**src/rtl/pong_pad_pkg.sv**
```systemverilog
// Shared types and constants for the NES-style gamepad poller.
package pong_pad_pkg;

   typedef enum logic [1:0] {
      StIdle,
      StLatch,
      StShift,
      StUpdate
   } pad_state_e;

   // Shift index of each button as clocked out of the pad.
   localparam int unsigned BTN_A      = 0;
   localparam int unsigned BTN_B      = 1;
   localparam int unsigned BTN_SELECT = 2;
   localparam int unsigned BTN_START  = 3;
   localparam int unsigned BTN_UP     = 4;
   localparam int unsigned BTN_DOWN   = 5;
   localparam int unsigned BTN_LEFT   = 6;
   localparam int unsigned BTN_RIGHT  = 7;

   // A floating or unplugged data line reads low on every bit, which looks like
   // every button pressed at once.
   localparam logic [7:0] DISCONNECT_PAT = 8'h00;

   // Active-low raw shift word to active-high buttons, blanked when unplugged.
   function automatic logic [7:0] decode_buttons(input logic [7:0] raw);
      return (raw == DISCONNECT_PAT) ? 8'h00 : ~raw;
   endfunction

endpackage

```
**src/rtl/sync_2ff.sv**
```systemverilog
// Two-flop synchronizer for one asynchronous pad data line; resets to the
// idle (released) level.
module sync_2ff (
   input  logic clk,
   input  logic rst,
   input  logic d,
   output logic q
);

   logic meta_q;

   // Double-register the asynchronous input.
   always_ff @(posedge clk) begin
      if (rst) begin
         meta_q <= 1'b1;
         q      <= 1'b1;
      end else begin
         meta_q <= d;
         q      <= meta_q;
      end
   end

endmodule

```
**src/rtl/pong_pad_reader.sv**
```systemverilog
// Periodically polls two serial gamepads and presents registered paddle and
// score-reset controls for the pong core.
module pong_pad_reader #(
   parameter int unsigned POLL_DIV = 251750,
   parameter int unsigned HALF_BIT = 151
) (
   input  logic       clk,
   input  logic       rst,
   input  logic       pad_data_l,
   input  logic       pad_data_r,
   output logic       pad_latch,
   output logic       pad_clk,
   output logic       left_up,
   output logic       left_down,
   output logic       right_up,
   output logic       right_down,
   output logic       score_reset,
   output logic [7:0] btn_l,
   output logic [7:0] btn_r,
   output logic       pad_present_l,
   output logic       pad_present_r,
   output logic       sample_valid
);

   import pong_pad_pkg::*;

   logic        data_l_s, data_r_s;
   logic [17:0] poll_cnt_q;
   logic        tick;
   pad_state_e  state_q;
   logic [9:0]  timer_q;
   logic        phase_q;   // second half of the current latch pulse or bit
   logic [2:0]  bit_q;
   logic [7:0]  raw_l_q, raw_r_q;
   logic        half_done;
   logic [7:0]  btn_l_d, btn_r_d;

   sync_2ff u_sync_l (
      .clk (clk),
      .rst (rst),
      .d   (pad_data_l),
      .q   (data_l_s)
   );

   sync_2ff u_sync_r (
      .clk (clk),
      .rst (rst),
      .d   (pad_data_r),
      .q   (data_r_s)
   );

   assign tick      = (poll_cnt_q == 18'(POLL_DIV - 1));
   assign half_done = (timer_q == 10'(HALF_BIT - 1));

   // Free-running poll divider; keeps counting while a transaction runs.
   always_ff @(posedge clk) begin
      if (rst || tick) begin
         poll_cnt_q <= '0;
      end else begin
         poll_cnt_q <= poll_cnt_q + 18'd1;
      end
   end

   // Decoded button view of the assembled shift words.
   always_comb begin
      btn_l_d = decode_buttons(raw_l_q);
      btn_r_d = decode_buttons(raw_r_q);
   end

   // Poll sequencer: latch pulse, eight clocked bits, then publish outputs.
   always_ff @(posedge clk) begin
      if (rst) begin
         state_q       <= StIdle;
         timer_q       <= '0;
         phase_q       <= 1'b0;
         bit_q         <= '0;
         raw_l_q       <= '1;
         raw_r_q       <= '1;
         pad_latch     <= 1'b0;
         pad_clk       <= 1'b1;
         left_up       <= 1'b0;
         left_down     <= 1'b0;
         right_up      <= 1'b0;
         right_down    <= 1'b0;
         score_reset   <= 1'b0;
         btn_l         <= '0;
         btn_r         <= '0;
         pad_present_l <= 1'b0;
         pad_present_r <= 1'b0;
         sample_valid  <= 1'b0;
      end else begin
         sample_valid <= 1'b0;
         unique case (state_q)
            StIdle: begin
               if (tick) begin
                  state_q   <= StLatch;
                  pad_latch <= 1'b1;
                  timer_q   <= '0;
                  phase_q   <= 1'b0;
               end
            end
            StLatch: begin
               // Latch spans two half-bit periods so the timer stays 10 bits wide.
               if (half_done) begin
                  timer_q <= '0;
                  if (phase_q) begin
                     state_q   <= StShift;
                     pad_latch <= 1'b0;
                     pad_clk   <= 1'b0;
                     phase_q   <= 1'b0;
                     bit_q     <= '0;
                  end else begin
                     phase_q <= 1'b1;
                  end
               end else begin
                  timer_q <= timer_q + 10'd1;
               end
            end
            StShift: begin
               if (half_done) begin
                  timer_q <= '0;
                  if (!phase_q) begin
                     // Last cycle of the low phase: data has had a full half-bit
                     // to settle through the synchronizer.
                     raw_l_q[bit_q] <= data_l_s;
                     raw_r_q[bit_q] <= data_r_s;
                     pad_clk        <= 1'b1;
                     phase_q        <= 1'b1;
                  end else if (bit_q == 3'd7) begin
                     // Outputs land on entry to StUpdate so the pulse and the
                     // new values appear in the same cycle.
                     state_q       <= StUpdate;
                     sample_valid  <= 1'b1;
                     btn_l         <= btn_l_d;
                     btn_r         <= btn_r_d;
                     pad_present_l <= (raw_l_q != DISCONNECT_PAT);
                     pad_present_r <= (raw_r_q != DISCONNECT_PAT);
                     left_up       <= btn_l_d[BTN_UP] & ~btn_l_d[BTN_DOWN];
                     left_down     <= btn_l_d[BTN_DOWN] & ~btn_l_d[BTN_UP];
                     right_up      <= btn_r_d[BTN_UP] & ~btn_r_d[BTN_DOWN];
                     right_down    <= btn_r_d[BTN_DOWN] & ~btn_r_d[BTN_UP];
                     score_reset   <= btn_l_d[BTN_START] | btn_r_d[BTN_START];
                  end else begin
                     bit_q   <= bit_q + 3'd1;
                     pad_clk <= 1'b0;
                     phase_q <= 1'b0;
                  end
               end else begin
                  timer_q <= timer_q + 10'd1;
               end
            end
            StUpdate: begin
               state_q <= StIdle;
            end
            default: begin
               state_q <= StIdle;
            end
         endcase
      end
   end

endmodule

```
**config.mk**
```make
export PLATFORM = sky130hd
export DESIGN_NAME = pong_pad_reader
export DESIGN_NICKNAME = d
export VERILOG_FILES = /design/src/rtl/pong_pad_pkg.sv /design/src/rtl/sync_2ff.sv /design/src/rtl/pong_pad_reader.sv
export SDC_FILE = /design/constraint.sdc
export NUM_CORES = 1
export LEC_CHECK = 0
export BUFFER_PORTS_ARGS = -buffer_cell sky130_fd_sc_hd__buf_4
export CORE_ASPECT_RATIO = 0.5
export CORE_MARGIN = 8
export CORE_UTILIZATION = 25
export CTS_BUF_LIST = sky130_fd_sc_hd__clkbuf_16
export DETAILED_ROUTE_END_ITERATION = 16
export PLACE_DENSITY = 0.5
export SLEW_MARGIN = 20
export SYNTH_ARGS = -nofsm -noshare
export SYNTH_HDL_FRONTEND = slang
export SYNTH_SLANG_ARGS = --single-unit
```
**constraint.sdc**
```tcl
create_clock -name clk -period 2.8 [get_ports clk]
set_input_delay 0.28 -clock clk [delete_from_list [all_inputs] [get_ports clk]]
set_output_delay 0.28 -clock clk [all_outputs]
set_load 0.05 [all_outputs]
```
==> qor.yml <==
synth_warnings: 0
cts_htree_levels: 3
min_period_ps: 2476
total_power_w: 0.002668
hold_viol: 0
fin_nets: 429
diodes: 0
yosysUniqueCellTypes: 52
dr_total_vias: 2851
cp-start-kind: "register"
grt.total_usage: 0.09267
worstPathArrival_ps: 2740
avgSynthCellArea_um2: 9.108
start_util: 0.2593
cts_resized: 0
report.final.slew_viol_count: 0
drc: 0
setup_viol: 0
rows: 30
clkSinkCount: 80
ir_drop_mv: 0.2223
syn_to_final_growth_pct: 21.24
syn_inst: 390
finalWirelength_um: 8069
clk_path_buf_depth: 2
fin_crit_sh: 0.8844
p_leak_nw: 1.532
synth_nets: 404
criticalPathCategory: "reg -> reg"
maxCapViolCount: 0
routabilityCongestion: 0.7628
drt-initial-drc-count: 168
grt_pass1_wl_um: 13910
cp_common_cell: "ha_1"
utilization: 0.3143
clkLatencyLatePin_ps: 340
cts_tree: "done"
r2r_start: "bit_q[1]"
max_stage_delay_ps: 570
tightest_slew_ps: 631.1
syn_area_um2: 3552
portBuffers: 29
die_area_um2: 18510
reg2reg_depth: 7
wire_per_inst_um: 13.18
drive_above_1_share: 0.1476
crit_chain: "ha_1 > ha_1 > nand3_1 > or4_1 > a21o_1 > or2_0 > a31oi_1"
crit_fanout: 10
r2r_slack_ps: 320
synth_seq_cells: 80
worstSetupStartpoint: "bit_q[1]"
grt_pass1_vias: 2781
numCtsBuffers: 9
postPlaceCellArea_um2: 3963
grt_antenna_before_repair: 0
end_kind: "register"
status: "finished clean"
post_cts_buffers: 0
stdcell_area_um2: 4307
cts_hold_buf: 0
hpwl_um: 5630
drtPass1Iterations: 5
whs_ps: 128.2
grt_start_max_net_pins: 34
min_from: "pad_data_r"
yosysSeqAreaShare: 0.4509
critical_path.endpoint: "score_reset"
r2r_end: "score_reset"
vias_per_cell: 4.658
relSlewSlack: 0.5777
powerDensity_nw_per_um2: 619.4
overflow: 0
critPathSlowestCell: "dfxtp_1"
tns_ps: 0
clock.fmax_ghz: 0.4038
num_io_pins: 30
core_area_um2: 13700
rsz0062_at_grt: "false"
crit_required_ps: 3060
final_antenna_net_count: 0
dieWidth_um: 184.6
hp-class: "in -> reg"
cts_root_buf: "clkbuf_16"
fp.dieH_um: 100.3
clkTransAtPathRegs_ps: 60
clock-skew-final_ps: 9.077
## through the flow
stage          setup WS, ps  instances
3_5_place_dp          353.2        596
5_1_grt               159.7        612
2_1_floorplan         571.9        390
6_report              323.6        612
3_3_place_gp          425.5        596
4_1_cts               312.8        612
## placed cells by master, fill, tap and decap left out, drive strengths merged, types with 2 or more instances in the layout
cell type and count:
nand2 18, inv 12, o21a 2, or2 7, dfxtp 80, nand2b 3, and3 8, or3 4
xor2 5, a21oi 17, nand3 15, nor4 6, o31ai 2, xnor2 7, a21o 3, nor2 64
or4b 3, nor3b 11, nor3 6, bufinv 3, clkbuf 9, ha 10, a32o 8, nand4 3
nor2b 2, o21ai 19, a21boi 2, a2bb2oi 14, a211oi 3, buf 33, nand3b 4, a31oi 2
or4 6, mux2i 18
## state kept, by name (all words and copies together) (netlist names), 2 cells and up
register and flops:
raw_r_q 8, state_q 2, btn_l 8, btn_r 8, timer_q 10, bit_q 3
poll_cnt_q 18, raw_l_q 8
## critical path, delay by kind of cell (launching register included)
family	cells	cell delay, ps
simple gates	3	980
flops	1	570
compound gates	2	450
fa+ha+maj	2	420
## synth_stat cells, drive strengths merged
cell type / instances / area [µm²]
a21boi: 2 / 15.01
a32o: 8 / 80.08
o21ai: 19 / 95.09
or4: 6 / 48.80
or3: 4 / 30.03
nand2: 18 / 67.56
xnor2: 7 / 61.31
nand4bb: 1 / 11.26
nor4: 6 / 37.54
nor4b: 1 / 15.01
nand2b: 3 / 18.77
inv: 9 / 33.78
nor3: 6 / 35.03
o22a: 1 / 8.760
buf: 3 / 17.52
nand4b: 1 / 8.760
mux2: 1 / 11.26
or2: 7 / 43.80
o32ai: 1 / 8.760
or4b: 3 / 30.03
nand3b: 4 / 30.03
dfxtp: 80 / 1602
and3: 8 / 50.05
nor3b: 11 / 105.1
ha: 10 / 125.1
a21oi: 17 / 85.08
a22o: 1 / 8.760
o41ai: 1 / 8.760
a21o: 3 / 22.52
o21a: 2 / 15.01
nor2: 64 / 240.2
mux2i: 18 / 180.2
nand3: 15 / 75.07
a31oi: 2 / 12.51
nor4bb: 1 / 10.01
nand4: 3 / 18.77
a2bb2oi: 14 / 122.6
xor2: 5 / 43.79
o2111ai: 1 / 8.760
a211oi: 3 / 22.52
o31ai: 2 / 15.01
clkbuf: 16 / 60.06
nor2b: 2 / 12.51
## worst min-delay path by stage
stage | endpoint | slack [ps] | cells after the start
after floorplan | u_sync_l.meta_q | 380 | 1
after global placement | u_sync_l.q | 400 | 1
after CTS | u_sync_r.meta_q | 110 | 2
after detailed placement | u_sync_r.q | 400 | 1
after global routing | u_sync_l.meta_q | 110 | 2
final | u_sync_r.meta_q | 130 | 2
## routing by layer
layer | GRT usage | wire, µm | vias up
li1 | - | - | 1456
met1 | 0.1121 | 3840 | 1351
met2 | 0.1527 | 3778 | 38
met3 | 0.03064 | 377 | 6
met4 | 0.03142 | 72 | 0
met5 | 0 | 0 | -
## layout make-up
type | instances | area [µm²]
clock buffers | 9 | 225.2
clock inverters | 7 | 118.9
fillers | 1435 | 9394
inverters | 9 | 33.78
multi-input cells | 282 | 1839
flip-flops and latches | 80 | 1602
well taps | 192 | 240.2
repair buffers | 33 | 247.7
## power by group
part	switching [W]	total (W)	internal [W]
Combinational	0.0000996	0.000152	0.0000521
Sequential	0.0000109	0.00116	0.00115
Clock	0.000479	0.00135	0.000874
## cell families (layout without fill, tap and decap cells)
| family | count (synthesis) | after routing | synth area share |
|---|---|---|---|
| fa+ha+maj | 10 | 10 | 0.03522 |
| simple gates | 164 | 164 | 0.2501 |
| xor+xnor | 12 | 12 | 0.02959 |
| mux | 19 | 19 | 0.05389 |
| flops | 80 | 80 | 0.4509 |
| buf+inv | 28 | 58 | 0.03135 |
| compound gates | 77 | 77 | 0.1490 |
(Power assumes the default switching activity.)
